## src/rtl/packet_arbiter_mux.sv

```systemverilog
// Packet-aware N-to-1 egress multiplexer: round-robin arbitration among ingress streams,
// grant held from first beat to end-of-packet, registered egress stage.
module packet_arbiter_mux #(
   parameter int unsigned N_PORTS    = 4,
   parameter int unsigned DATA_WIDTH = 32,
   parameter int unsigned IDX_WIDTH  = $clog2(N_PORTS)
) (
   input  logic                                 clk,
   input  logic                                 reset,
   input  logic [N_PORTS-1:0][DATA_WIDTH-1:0]   ingress_data,
   input  logic [N_PORTS-1:0]                   ingress_valid,
   input  logic [N_PORTS-1:0]                   ingress_eop,
   output logic [N_PORTS-1:0]                   ingress_ready,
   output logic [DATA_WIDTH-1:0]                egress_data,
   output logic                                 egress_valid,
   output logic                                 egress_eop,
   input  logic                                 egress_ready,
   output logic [IDX_WIDTH-1:0]                 selected_ingress,
   output logic                                 locked,
   output logic [31:0]                          pkt_count
);

   typedef enum logic [0:0] {StIdle, StLocked} state_e;

   state_e               state;
   logic [IDX_WIDTH-1:0] last_grant;
   logic [IDX_WIDTH-1:0] rr_cand;
   logic [IDX_WIDTH-1:0] rr_winner;
   logic                 rr_any;
   logic                 in_xfer;
   logic                 in_eop;
   logic                 out_xfer;

   // Walk the ring from the far end back towards last_grant+1 so the nearest valid port wins.
   always_comb begin
      rr_cand   = '0;
      rr_winner = '0;
      rr_any    = 1'b0;
      for (int i = int'(N_PORTS); i >= 1; i--) begin
         rr_cand = IDX_WIDTH'((int'(last_grant) + i) % int'(N_PORTS));
         if (ingress_valid[rr_cand]) begin
            rr_winner = rr_cand;
            rr_any    = 1'b1;
         end
      end
   end

   // Only the granted port may see ready, and only when the output register has room.
   always_comb begin
      ingress_ready = '0;
      if (state == StLocked) begin
         ingress_ready[selected_ingress] = !egress_valid || egress_ready;
      end
   end

   assign in_xfer  = |(ingress_valid & ingress_ready);
   assign in_eop   = ingress_eop[selected_ingress];
   assign out_xfer = egress_valid && egress_ready;
   assign locked   = (state == StLocked);

   always_ff @(posedge clk) begin
      if (reset) begin
         state            <= StIdle;
         selected_ingress <= '0;
         last_grant       <= IDX_WIDTH'(N_PORTS - 1);
      end else begin
         unique case (state)
            StIdle: begin
               if (rr_any) begin
                  selected_ingress <= rr_winner;
                  state            <= StLocked;
               end
            end
            StLocked: begin
               if (in_xfer && in_eop) begin
                  last_grant <= selected_ingress;
                  state      <= StIdle;
               end
            end
            default: state <= StIdle;
         endcase
      end
   end

   always_ff @(posedge clk) begin
      if (reset) begin
         egress_data  <= '0;
         egress_eop   <= 1'b0;
         egress_valid <= 1'b0;
      end else if (in_xfer) begin
         egress_data  <= ingress_data[selected_ingress];
         egress_eop   <= in_eop;
         egress_valid <= 1'b1;
      end else if (egress_ready) begin
         egress_valid <= 1'b0;
      end
   end

   always_ff @(posedge clk) begin
      if (reset) begin
         pkt_count <= '0;
      end else if (out_xfer && egress_eop) begin
         pkt_count <= pkt_count + 32'd1;
      end
   end

endmodule
```

## config.mk

```make
export PLATFORM = sky130hd
export DESIGN_NAME = packet_arbiter_mux
export DESIGN_NICKNAME = d
export VERILOG_FILES = /design/src/rtl/packet_arbiter_mux.sv
export SDC_FILE = /design/constraint.sdc
export NUM_CORES = 1
export LEC_CHECK = 0
export BUFFER_PORTS_ARGS = -buffer_cell sky130_fd_sc_hd__buf_2
export CORE_AREA = 2 2 95 97
export DETAILED_ROUTE_END_ITERATION = 10
export DIE_AREA = 0 0 97 99
export PLACE_DENSITY = 0.81
export SYNTH_ARGS = -nofsm -noshare
export SYNTH_HDL_FRONTEND = slang
export SYNTH_SLANG_ARGS = --single-unit
```

## constraint.sdc

```tcl
create_clock -name clk -period 2.4 [get_ports clk]
set_clock_uncertainty 0.1 [all_clocks]
set_input_delay 0.12 -clock clk [delete_from_list [all_inputs] [get_ports clk]]
set_output_delay 0.12 -clock clk [all_outputs]
set_load 0.005 [all_outputs]
```

After elaboration in Yosys (flattened, before gate mapping)
Index checks and enable logic that the tools add are counted.
{"block": "totals", "in_bits": 139, "wordCells": 59, "out_inout_bits": 73, "regBits": 71}
{"block": "classes", "muxes": 28, "n_bitwise": 3, "n_reduce_logical": 10, "add_sub_neg": 5, "magnitude_cmp": 6}
{"operator": "32-bit binary-select mux with 2-bit select", "count": 1}
{"operator": "32-bit by 1-bit adder with 32-bit output, second input constant", "count": 1}
{"operator": "32-bit two-way mux", "count": 1}
{"operator": "2-bit by 3-bit < comparator with 1-bit output, second input constant", "count": 5}
{"operator": "1-bit two-way mux", "count": 14}
{"operator": "1-bit binary-select mux with 2-bit select", "count": 5}
{"operator": "4-bit bitwise AND", "count": 2}
{"operator": "2-bit two-way mux", "count": 4}
{"operator": "2-bit by 1-bit adder with 2-bit output, second input constant", "count": 2}
{"operator": "2-bit adder, second input constant", "count": 2}
{"operator": "1-bit logical AND", "count": 4}
{"operator": "4-bit two-way mux", "count": 1}
{"operator": "2-bit AND reduction", "count": 2}
{"operator": "4-bit OR reduction", "count": 1}
{"operator": "1-bit demux with 2-bit select", "count": 1}
{"operator": "2-bit by 1-bit greater-or-equal comparator with 1-bit output, second input constant", "count": 1}
{"operator": "1-bit case mux with 2 select lines", "count": 1}
{"operator": "2-bit nonzero test", "count": 1}
{"operator": "1-bit zero test", "count": 1}
{"operator": "1-bit logical OR", "count": 1}
{"operator": "1-bit inverter", "count": 1}

Longest topological paths before layout
Gate-level depths: netlist (run 1).
{"block": "depth", "ltp_word": 11, "depth_mapped": 7, "mapped_depth_nobuf": 6}

Worst setup path after synthesis (run 1)
No wires, ideal clock.
{"block": "synth_timing", "kind": "flip-flop to flip-flop", "startpoint": "register selected_ingress[0]", "endpoint": "register last_grant[1]", "slack_ps": 427, "arrival_time_ps": 1753, "n_path_buf": 2, "path_stages_with_launch": 7, "setup_time_ps": 120, "t_required_ps": 2180, "synth_period_minus_slack_ps": 1973, "cell_sequence": "dfxtp_1 > clkbuf_1 > mux4_2 > and3_1 > clkbuf_1 > and3_1 > a211o_1"}
{"block": "synth_between", "elab_chain_cells": 10, "word_cells_on_any_way": 13, "cone_classes": "2 x order compare; 5 x mux; 2 x bitwise; 4 x reduce/logical"}
{"element": "start: declaration", "line": "18", "source": "output logic [IDX_WIDTH-1:0] selected_ingress,"}
{"element": "start signal: assignment", "line": "70", "source": "selected_ingress <= rr_winner;"}
{"element": "2-bit by 3-bit < comparator with 1-bit output (not written as such) / 2-bit by 1-bit greater-or-equal comparator with 1-bit output (equally long branches)", "line": "52", "source": "ingress_ready[selected_ingress] = !egress_valid || egress_ready;"}
{"element": "1-bit logical AND (not written as such)", "line": "52"}
{"element": "1-bit two-way mux (not written as such)", "line": "52"}
{"element": "1-bit demux with 2-bit select", "line": "52"}
{"element": "4-bit bitwise AND (no line)"}
{"element": "4-bit two-way mux", "line": "51", "source": "if (state == StLocked) begin"}
{"element": "4-bit bitwise AND", "line": "56", "source": "assign in_xfer = |(ingress_valid & ingress_ready);"}
{"element": "4-bit OR reduction", "line": "56"}
{"element": "1-bit logical AND (*)", "line": "75", "source": "if (in_xfer && in_eop) begin"}
{"element": "2-bit AND reduction (no line) (*)"}
{"element": "end signal: assignment", "line": "65", "source": "last_grant <= IDX_WIDTH'(N_PORTS - 1);"}
{"element": "end signal: assignment", "line": "76", "source": "last_grant <= selected_ingress;"}
{"element": "end: declaration", "line": "26", "source": "logic [IDX_WIDTH-1:0] last_grant;"}
Every way passes the cells marked *; elsewhere a longest branch is shown, timed or not. The select of a mux whose other input is x is not followed.
A chain may end at the register's enable or synchronous reset.

Final worst setup path (run 1)
{"block": "layout_timing", "startpoint": "register pkt_count[5]", "endpoint": "register pkt_count[31]"}
{"block": "layout_between", "elab_chain_cells": 1}
{"element": "start: declaration", "line": "20", "source": "output logic [31:0] pkt_count"}
{"element": "start signal: assignment", "line": "103", "source": "pkt_count <= pkt_count + 32'd1;"}
{"element": "32-bit by 1-bit adder with 32-bit output", "line": "103"}
Every way passes these cells.

==> impl_results.md, run 1 <==
- Status: complete, no violations
- Setup total negative slack: 0 ps
- Startpoint types: flip-flop
- Diodes inserted: 0
- Max Root-Sink Buffers: 2
- Final Wtd Congestion: 0.846
- Worst vdd ir: ~0.36 mV
- Placed cell count: 704
- Worst path max stage delay: roughly 640 ps
- Die W: slightly below 100 um
- Critical path buffers and inverters: 0
- Synth unique cells: 46
- Yosys reg bits: 71
- Post-synth EDFFs: 0
- WL per Instance: about 16 um
- Crit-path leading delay family: simple AND/OR/NAND/NOR gates
- Clk pin slew, worst setup/hold paths: 90 ps
- Routed Wire Length: 11200 um
- Avg Cell Area, Syn: 9.35 um2
- Crit-path max FO: 12
- Asr flop ratio synth: 0%
- Final ANT Viol Nets: 0
- Hold Buf Count CTS: 0
- Crit-path cells: nand4_1 > or4_4 > or4_1 > a21oi_1
- Max cap viols: 0
- Count leader, synth: nand2_1
- P&R area growth vs syn: 36.4%
- H-tree depth: 3
- CTS Sinks: ~70
- Number of global-route vias before repair: 3867
- RSZ-0062 raised after global routing: no
- Syn Nets: around 550
- Yosys top cell by area: dfxtp_1
- DRT iter0 DRCs: 140
- Critical path type: reg -> reg
- Pin count of the biggest net entering global routing: 42
- Top_reg_cell synth: dfxtp_1
- Setup Viol. Count Final: 0
- Seq/Total Area, Yosys: 37.5%
- GRT Util Overall: between 20% and 30%
- Drt pass-1 iters: 4
- Top-level I/O count: approximately 210
- Root Buffer: clkbuf_8
- Final Critical Period: between 2000 and 2500 ps
- Final nets: 747
- Placed wire-length estimate: 8680 um
- Share of cells above drive strength 1: 45.9%
- Total CTS buffers: 9
- CP Data Required Time: 2580 ps
- Die Span Y: just under 100 um
- Synthesized instance count: 405
- DR vias: 3901
- Post-CTS Setup Repair Bufs: 0
- Worst path slowest cell: or4_4
- First-pass GRT wire length: 18100 um
- Worst slew pin tran: 692 ps
- Num rows: 34
- Crit path DAT: 2240 ps
- Max Freq: 0.486 GHz
- Grt ovf: 0
- Starting density of the core: 44.3%
- Die ar.: 9600 um2
- Post-synthesis cell area: 3790 um2
- Class of the worst hold path: in -> reg
- Synth top cells by count: nand2_1 (80), dfxtp_1 (71), a21oi_1 (43)
- Non-filler instance count after layout: 720
- Slew margin rel.: 53.9%
- Synth top area cells: dfxtp_1 (38%), mux4_2 (20%), nand2_1 (7.9%)
- IO buf count: 211
- Synth warn: 0
- CTS resizes: 0
- DRC violation count after routing: 0
- Power Density: around 570 nW/um2
- Core ar.: 8550 um2
- Initial antenna violation count: 0
- Final instance area: 5170 um2
- Setup crit end kind: flip-flop
- Final hold violations: 0
- Routed vias/inst: about 5.4
- TritonCTS clock tree: yes
- Area share of the largest cell type after synthesis: 37.5%
- Skew-Pair Late Insertion Delay: 350 ps
- P_leak: about 2.3 nW
- Max-slew violations: 0
- Final worst path period share: 85.8%
- Area after DPL: 4940 um2
[cell type report]
class	count	area [um2]
timing repair buffer	218	1130
multi-input combinational	302	2230
sequential	71	1420
inverter	5	18.8
clock buffer	9	124
clock inverter	7	100
fill	749	3380
tap	108	135
[cell usage in the layout (no fill, tap or decap), types with 2 or more instances in the layout]
master       n
nand3_1     10
and2_1       4
a21oi_1     43
o21ai_0      7
bufinv_16    2
o221ai_1     2
buf_4        5
and3_1       6
nor3_1       6
inv_1        5
or4_1        3
clkbuf_8     9
nor3_2       3
o31ai_1      2
mux4_2      33
xor2_1      10
nand2_1     80
nor2_1      36
buf_2      211
xnor2_1     16
and4_1       2
inv_6        4
buf_12       2
nand4_1     11
dfxtp_1     69
dfxtp_2      2
or3_1        3
nor4_1       4
[through the flow]
step	hold WS (ps)	setup WS, ps	utilization (%)	power [mW]
6_report	63.9	342	60.4	2.95
5_1_grt	87.2	189	60.4	3.09
4_1_cts	51.9	346	60.4	2.97
3_5_place_dp	344	386	57.8	1.88
3_3_place_gp	340	416	57.8	1.86
2_1_floorplan	221	427	-	1.64
[final timing paths]
| kind | slack, ps | endpoint | depth (start not counted) | from |
|---|---|---|---|---|
| max reg2reg | 340 | pkt_count[31] | 4 | pkt_count[5] |
| min reg2reg | 350 | egress_data[13] | 2 | egress_data[13] |
| max | 340 | pkt_count[31] | 4 | pkt_count[5] |
| min | 60 | egress_valid | 3 | egress_ready |
[where the power goes]
part / switching [mW] / leakage, nW / total [mW] / internal [mW]
registers: 0.0352 / 0.577 / 1.27 / 1.24
clock network: 0.500 / 0.115 / 1.10 / 0.598
logic: 0.266 / 1.58 / 0.580 / 0.314
[logic make-up (layout without fill, tap and decap cells)]
kind of cell / count (synthesis) / after routing / share of synthesized area, %
muxes: 35 / 35 / 20.2
buffers and inverters: 32 / 239 / 3.57
AOI/OAI and AO/OA: 62 / 62 / 9.18
xor gates and xnor gates: 26 / 26 / 6.01
and+or+nand+nor: 178 / 178 / 23.2
adders and majority gates: 1 / 1 / 0.330
DFF: 71 / 71 / 37.5
[flip-flops by register name (all words and copies together), names as in the netlist]
| register | flops |
|---|---|
| last_grant | 2 |
| egress_data | 32 |
| egress_valid | 1 |
| egress_eop | 1 |
| locked | 1 |
| selected_ingress | 2 |
| pkt_count | 32 |
[metal layers]
| metal | GRT usage (%) | vias to the layer above | share of wire, % |
|---|---|---|---|
| met5 | 0 | - | 0 |
| met4 | 7.48 | 0 | 1.6 |
| met3 | 5.11 | 16 | 6.5 |
| met2 | 42.4 | 174 | 53 |
| met1 | 26.7 | 1843 | 39 |
| li1 | - | 1868 | - |
[worst min-delay path, cell delays in order]
cell and delay (ps):
buf_2 100, nand2b_1 170, a21oi_1 80
Note: power is estimated with default switching activity, not from simulation.
==> run 2, diff against run 1 <==
--- a/config.mk
+++ b/config.mk
@@ -10,6 +10,7 @@
 export DETAILED_ROUTE_END_ITERATION = 10
 export DIE_AREA = 0 0 97 99
 export PLACE_DENSITY = 0.81
+export SETUP_SLACK_MARGIN = 0.2
 export SYNTH_ARGS = -nofsm -noshare
 export SYNTH_HDL_FRONTEND = slang
 export SYNTH_SLANG_ARGS = --single-unit
==> constraint.sdc (replaced) <==
create_clock -name clk -period 2.4 [get_ports clk]
set_clock_uncertainty 0.1 [all_clocks]
set_input_delay 0.48 -clock clk [delete_from_list [all_inputs] [get_ports clk]]
set_output_delay 0.48 -clock clk [all_outputs]
set_load 0.005 [all_outputs]
==> run 2 against run 1 <==
Compared with the run above:
- worst hold slack better by 290 ps
- non-clock buffer count up 1
- sequential share of layout area up 0.087 points
- critical endpoint unchanged
- largest cell class unchanged
- largest power group unchanged
- highest routed layer unchanged
==> impl_results.md, run 2 (same netlist as run 1, synthesis figures left out) <==
- Top-level I/O count: 212
- Reg-to-Reg Start: pkt_count[5]
- Setup total negative slack: 0 ps
- GRT Util Overall: about 22%
- DR vias: 3879
- Flop2flop setup slack: around 310 ps
- Placed wire-length estimate: about 8500 um
- Worst vdd ir: 0.265 mV
- Root Buffer: clkbuf_8
- Post-CTS Setup Repair Bufs: 0
- Worst hold path depth: 2
- Crit-path cells: nand4_1 > or4_4 > or4_1 > a21oi_1
- P_leak: 2.25 nW
- Critical path type: reg -> reg
- Num rows: 34
- Routed vias/inst: 5.38
- Drt pass-1 iters: 4
- CP Data Required Time: around 2600 ps
- IO buf count: 211
- Most frequent cells in the layout: buf_2 (211), nand2_1 (80), dfxtp_1 (69)
- Starting density of the core: between 40% and 50%
- Crit-path leading delay family: simple AND/OR/NAND/NOR gates
- Number of global-route vias before repair: 3934
- Clk pin slew, worst setup/hold paths: roughly 80 ps
- Crit. path cell count: 4
- RSZ-0062 raised after global routing: no
- Routed Wire Length: between 10000 and 15000 um
- Critical path buffers and inverters: 0
- Worst setup margin: a little over 300 ps
- Class of the worst hold path: reg -> reg
- Final Critical Period: between 2000 and 2500 ps
- Total CTS buffers: 9
- Die ar.: between 9000 and 10000 um2
- Final instance area: approximately 5000 um2
- Core ar.: 8550 um2
- CP startpoint: pkt_count[5]
- Final worst path period share: 87.1%
- Slew margin rel.: 53.2%
- Initial antenna violation count: 0
- Max-slew violations: 0
- Skew-Pair Late Insertion Delay: 330 ps
- Final hold violations: 0
- TritonCTS clock tree: yes
- Max Freq: 0.478 GHz
- Final ANT Viol Nets: 0
- Max cap viols: 0
- Layout Utilization: 60.2%
- Worst slew pin tran: between 700 and 800 ps
- Startpoint types: flip-flop
- Top flop regs: egress_data (32), pkt_count (32)
- Crit path DAT: 2250 ps
- Die Span Y: 99 um
- Share of cells above drive strength 1: 45.7%
- Power Density: around 540 nW/um2
- Status: complete, no violations
- CTS Sinks: 71
- Die W: 97 um
- Crit path capture: pkt_count[31]
- Final Wtd Congestion: between 0.8 and 0.9
- Grt ovf: 0
- Crit-path max FO: 12
- Setup crit end kind: flip-flop
- Commonest non-fill, non-tap cell in the layout: buf_2
- H-tree depth: 3
- Place WS: 230 ps
- Diodes inserted: 0
- Setup Viol. Count Final: 0
- Final nets: 748
- Fillers: 746
- Area after DPL: 4950 um2
- WL per Instance: approximately 15 um
- Worst path max stage delay: 650 ps
- DRC violation count after routing: 0
- Max Root-Sink Buffers: 2
- Worst path slowest cell: or4_4
- Pin count of the biggest net entering global routing: 42
- Reg2Reg Depth: 4
- Worst r2r dst: pkt_count[31]
- P&R area growth vs syn: 36.0%
- First-pass GRT wire length: 17700 um
- DRT iter0 DRCs: 155
[run 2: cell count changes in the layout (fill, tap and decap cells not counted)]
cell,delta
buf_4,+1
bufinv_16,-1
clkbuf_1,+3
clkbuf_8,+1
clkinvlp_4,+1
inv_6,-4
nor4_1,-1
nor4_2,+1
or2_2,-1
or2_4,+1
[run 2: how the worst min path moves through the flow]
stage | start | slack [ps] | to
floorplan | egress_data[0] | 350 | egress_data[0]
global placement | egress_data[14] | 340 | egress_data[14]
detailed placement | egress_data[28] | 340 | egress_data[28]
CTS | egress_data[28] | 350 | egress_data[28]
global route | egress_data[10] | 380 | egress_data[10]
finish | egress_data[15] | 350 | egress_data[15]
[run 2: final cells by class]
type | instances | area (um2) | area share [%]
repair buffers | 219 | 1140 | 22.2
multi-input cells | 302 | 2240 | 43.5
clock inverters | 3 | 42.5 | 0.826
flip-flops and latches | 71 | 1420 | 27.6
well taps | 108 | 135 | 2.62
inverters | 5 | 18.8 | 0.364
clock buffers | 13 | 149 | 2.89
[run 2: where the power goes]
group | internal [mW] | total, mW | switching (mW) | leakage, nW
Sequential | 1.24 | 1.28 | 0.0430 | 0.577
Combinational | 0.317 | 0.578 | 0.261 | 1.58
Clock | 0.509 | 0.942 | 0.433 | 0.0936
[run 2: routing by layer]
layer  vias to the layer above  part of all wire, %  global-route usage [%]
met3                        19                  6.3                    5.18
met1                      1845                   38                    24.8
met5                         -                    0                       0
met4                         0                  1.7                    8.23
li1                       1864                    -                       -
met2                       151                   54                    41.7
[run 2: through the flow]
step / power (mW) / std cells / hold slack [ps]
2_1_floorplan: 1.64 / 405 / 353
3_3_place_gp: 1.86 / 705 / 339
3_5_place_dp: 1.89 / 705 / 344
4_1_cts: 2.82 / 721 / 355
5_1_grt: 2.94 / 721 / 382
6_report: 2.80 / 721 / 354
[run 2: what timing repair did]
item | CTS | global route
hold buffers | 0 | 0
resized for setup | 0 | 2
endpoints found under the setup margin | 0 | 2
[run 2: worst register-to-register path, stage by stage, from the launching register on]
cell,delay (ps)
dfxtp_1,430
nand4_1,190
or4_4,650
or4_1,500
a21oi_1,150
==> run 3, diff against run 2 <==
--- a/config.mk
+++ b/config.mk
@@ -6,10 +6,11 @@
 export NUM_CORES = 1
 export LEC_CHECK = 0
 export BUFFER_PORTS_ARGS = -buffer_cell sky130_fd_sc_hd__buf_2
-export CORE_AREA = 2 2 95 97
+export CORE_AREA = 2 2 91 102
 export DETAILED_ROUTE_END_ITERATION = 10
-export DIE_AREA = 0 0 97 99
-export PLACE_DENSITY = 0.81
+export DIE_AREA = 0 0 93 104
+export GPL_TIMING_DRIVEN = 0
+export PLACE_DENSITY = 0.8
 export SETUP_SLACK_MARGIN = 0.2
 export SYNTH_ARGS = -nofsm -noshare
 export SYNTH_HDL_FRONTEND = slang
==> constraint.sdc (replaced) <==
create_clock -name clk -period 2 [get_ports clk]
set_clock_uncertainty 0.1 [all_clocks]
set_input_delay 0.4 -clock clk [delete_from_list [all_inputs] [get_ports clk]]
set_output_delay 0.4 -clock clk [all_outputs]
set_load 0.005 [all_outputs]
==> run 3 against run 2 <==
Compared with the run above:
- maximum frequency is 9.0% higher
- register-to-register slack worse by 230 ps
- wire length is 15% higher
- non-clock buffer count is 49 higher
- via count is 7.5% higher
- global-route usage is 2.3 points higher
- sequential power is 18% higher
- total power is 25% higher
- cell count is 7.5% higher
- sequential share of layout area is 2.3 points lower
- worst hold slack worse by 58 ps
==> impl_results.md, run 3 (same netlist as run 1, synthesis figures left out) <==
- Skew-Pair Late Insertion Delay: around 350 ps
- First-pass GRT wire length: between 15000 and 20000 um
- Startpoint types: flip-flop
- Top-level I/O count: between 200 and 250
- Setup crit end kind: flip-flop
- Num rows: 36
- Drt pass-1 iters: 4
- Die ar.: 9670 um2
- Max-slew violations: 0
- Placed wire-length estimate: 9010 um
- Crit-path max FO: 8
- DRT iter0 DRCs: 208
- Most frequent cells in the layout: buf_2 (210), nand2_1 (76), dfxtp_1 (41)
- Critical path type: reg -> reg
- Placed cell count: 729
- Final Wtd Congestion: 0.916
- Number of global-route vias before repair: ~4100
- Diodes inserted: 0
- Overall power: 3.50 mW
- Core ar.: 8650 um2
- Slew margin rel.: 58.6%
- Commonest non-fill, non-tap cell in the layout: buf_2
- Final hold violations: 0
- GR peak layer: met2
- Routed Wire Length: 12600 um
- TritonCTS clock tree: yes
- Grt ovf: 0
- Root Buffer: clkbuf_8
- Top flop regs: egress_data (32), pkt_count (32)
- Max cap viols: 0
- Max Freq: 0.521 GHz
- DR vias: ~4200
- Class of the worst hold path: in -> reg
- Die Span Y: approximately 100 um
- Final ANT Viol Nets: 0
- Initial antenna violation count: 0
- Max Root-Sink Buffers: 2
- Starting density of the core: 43.8%
- Status: complete, no violations
- Final Critical Period: around 1900 ps
- Setup Viol. Count Final: 0
- M3 GR Usage: 3.70%
- P_leak: 2.63 nW
- GRT Util Overall: 24.6%
- P&R area growth vs syn: 55.4%
- RSZ-0062 raised after global routing: yes
- Clk pin slew, worst setup/hold paths: 70 ps
- CTS Sinks: 71
- WL per Instance: 16.2 um
- CP Data Required Time: 2140 ps
- Routed vias/inst: 5.38
- Non-filler instance count after layout: between 700 and 800
- Final worst path period share: a little over nine tenths
- Final nets: about 800
- Total CTS buffers: 9
- DRC violation count after routing: 0
- Worst vdd ir: 0.325 mV
- Pin count of the biggest net entering global routing: 12
- Crit path DAT: between 2000 and 2500 ps
- GR Layer Usage met2: between 40% and 50%
- IO buf count: 210
- Layout Utilization: 68.1%
- Worst slew pin tran: 621 ps
- Power Density: 594 nW/um2
- GR Util met1: 28.2%
- Share of cells above drive strength 1: 57.5%
- Die W: 93 um
- Hold Buf Count CTS: 0
- H-tree depth: 3
-- run 3: cell count changes in the layout (fill, tap and decap cells not counted), sizes merged --
| cell | delta |
|---|---|
| buf | +31 |
| clkbuf | +17 |
| clkinv | +1 |
| clkinvlp | -1 |
-- run 3: final cells by class --
| type | count | area (um2) |
|---|---|---|
| Buffer | 27 | 265 |
| Multi-Input combinational cell | 302 | 2460 |
| Sequential cell | 71 | 1490 |
| Clock inverter | 3 | 43.8 |
| Fill cell | 703 | 2760 |
| Inverter | 5 | 21.3 |
| Timing Repair Buffer | 241 | 1320 |
| Clock buffer | 12 | 145 |
| Tap cell | 114 | 143 |
-- run 3: path summary, 6_finish.rpt --
| kind | from | endpoint | slack [ps] | depth (start not counted) |
|---|---|---|---|---|
| worst max-delay path | selected_ingress[0] | last_grant[1] | 80 | 6 |
| worst min-delay path | egress_ready | egress_valid | 300 | 3 |
| worst max register to register | selected_ingress[0] | last_grant[1] | 80 | 6 |
| worst min register to register | egress_data[16] | egress_data[16] | 350 | 2 |
-- run 3: per-layer routing --
layer  part of all wire, %  routed length, um
met5                     0                  0
met4                   2.7                343
met3                   6.6                828
met2                    54               6780
met1                    37               4620
-- run 3: where the power goes --
| part | internal (mW) | total [mW] | switching [mW] |
|---|---|---|---|
| Sequential | 1.47 | 1.51 | 0.0451 |
| Combinational | 0.471 | 0.837 | 0.365 |
| Clock | 0.605 | 1.15 | 0.544 |
-- run 3: stage by stage --
stage / TNS (ps) / instance area [um2] / hold slack, ps / setup WS [ps]
3_5_place_dp: -5460 / 5030 / 345 / -219
2_1_floorplan: 0 / 3830 / 353 / 154
6_report: 0 / 5890 / 296 / 82.1
5_1_grt: 0 / 5890 / 304 / 36.0
4_1_cts: 0 / 5620 / 281 / 77.5
3_3_place_gp: -4860 / 5030 / 340 / -186
-- run 3: critical path: stages, from the launching register on --
cell       delay [ps]
dfxtp_2           350
buf_8             110
mux4_2            510
and3_4            200
clkbuf_16         160
and3_4            160
a211o_1           210
-- run 3: repair_timing --
item	CTS	global route
setup buffers	16	13
gates resized for setup	74	45
gates cloned	2	0
pin swaps	16	18
endpoints found under the setup margin	55	56
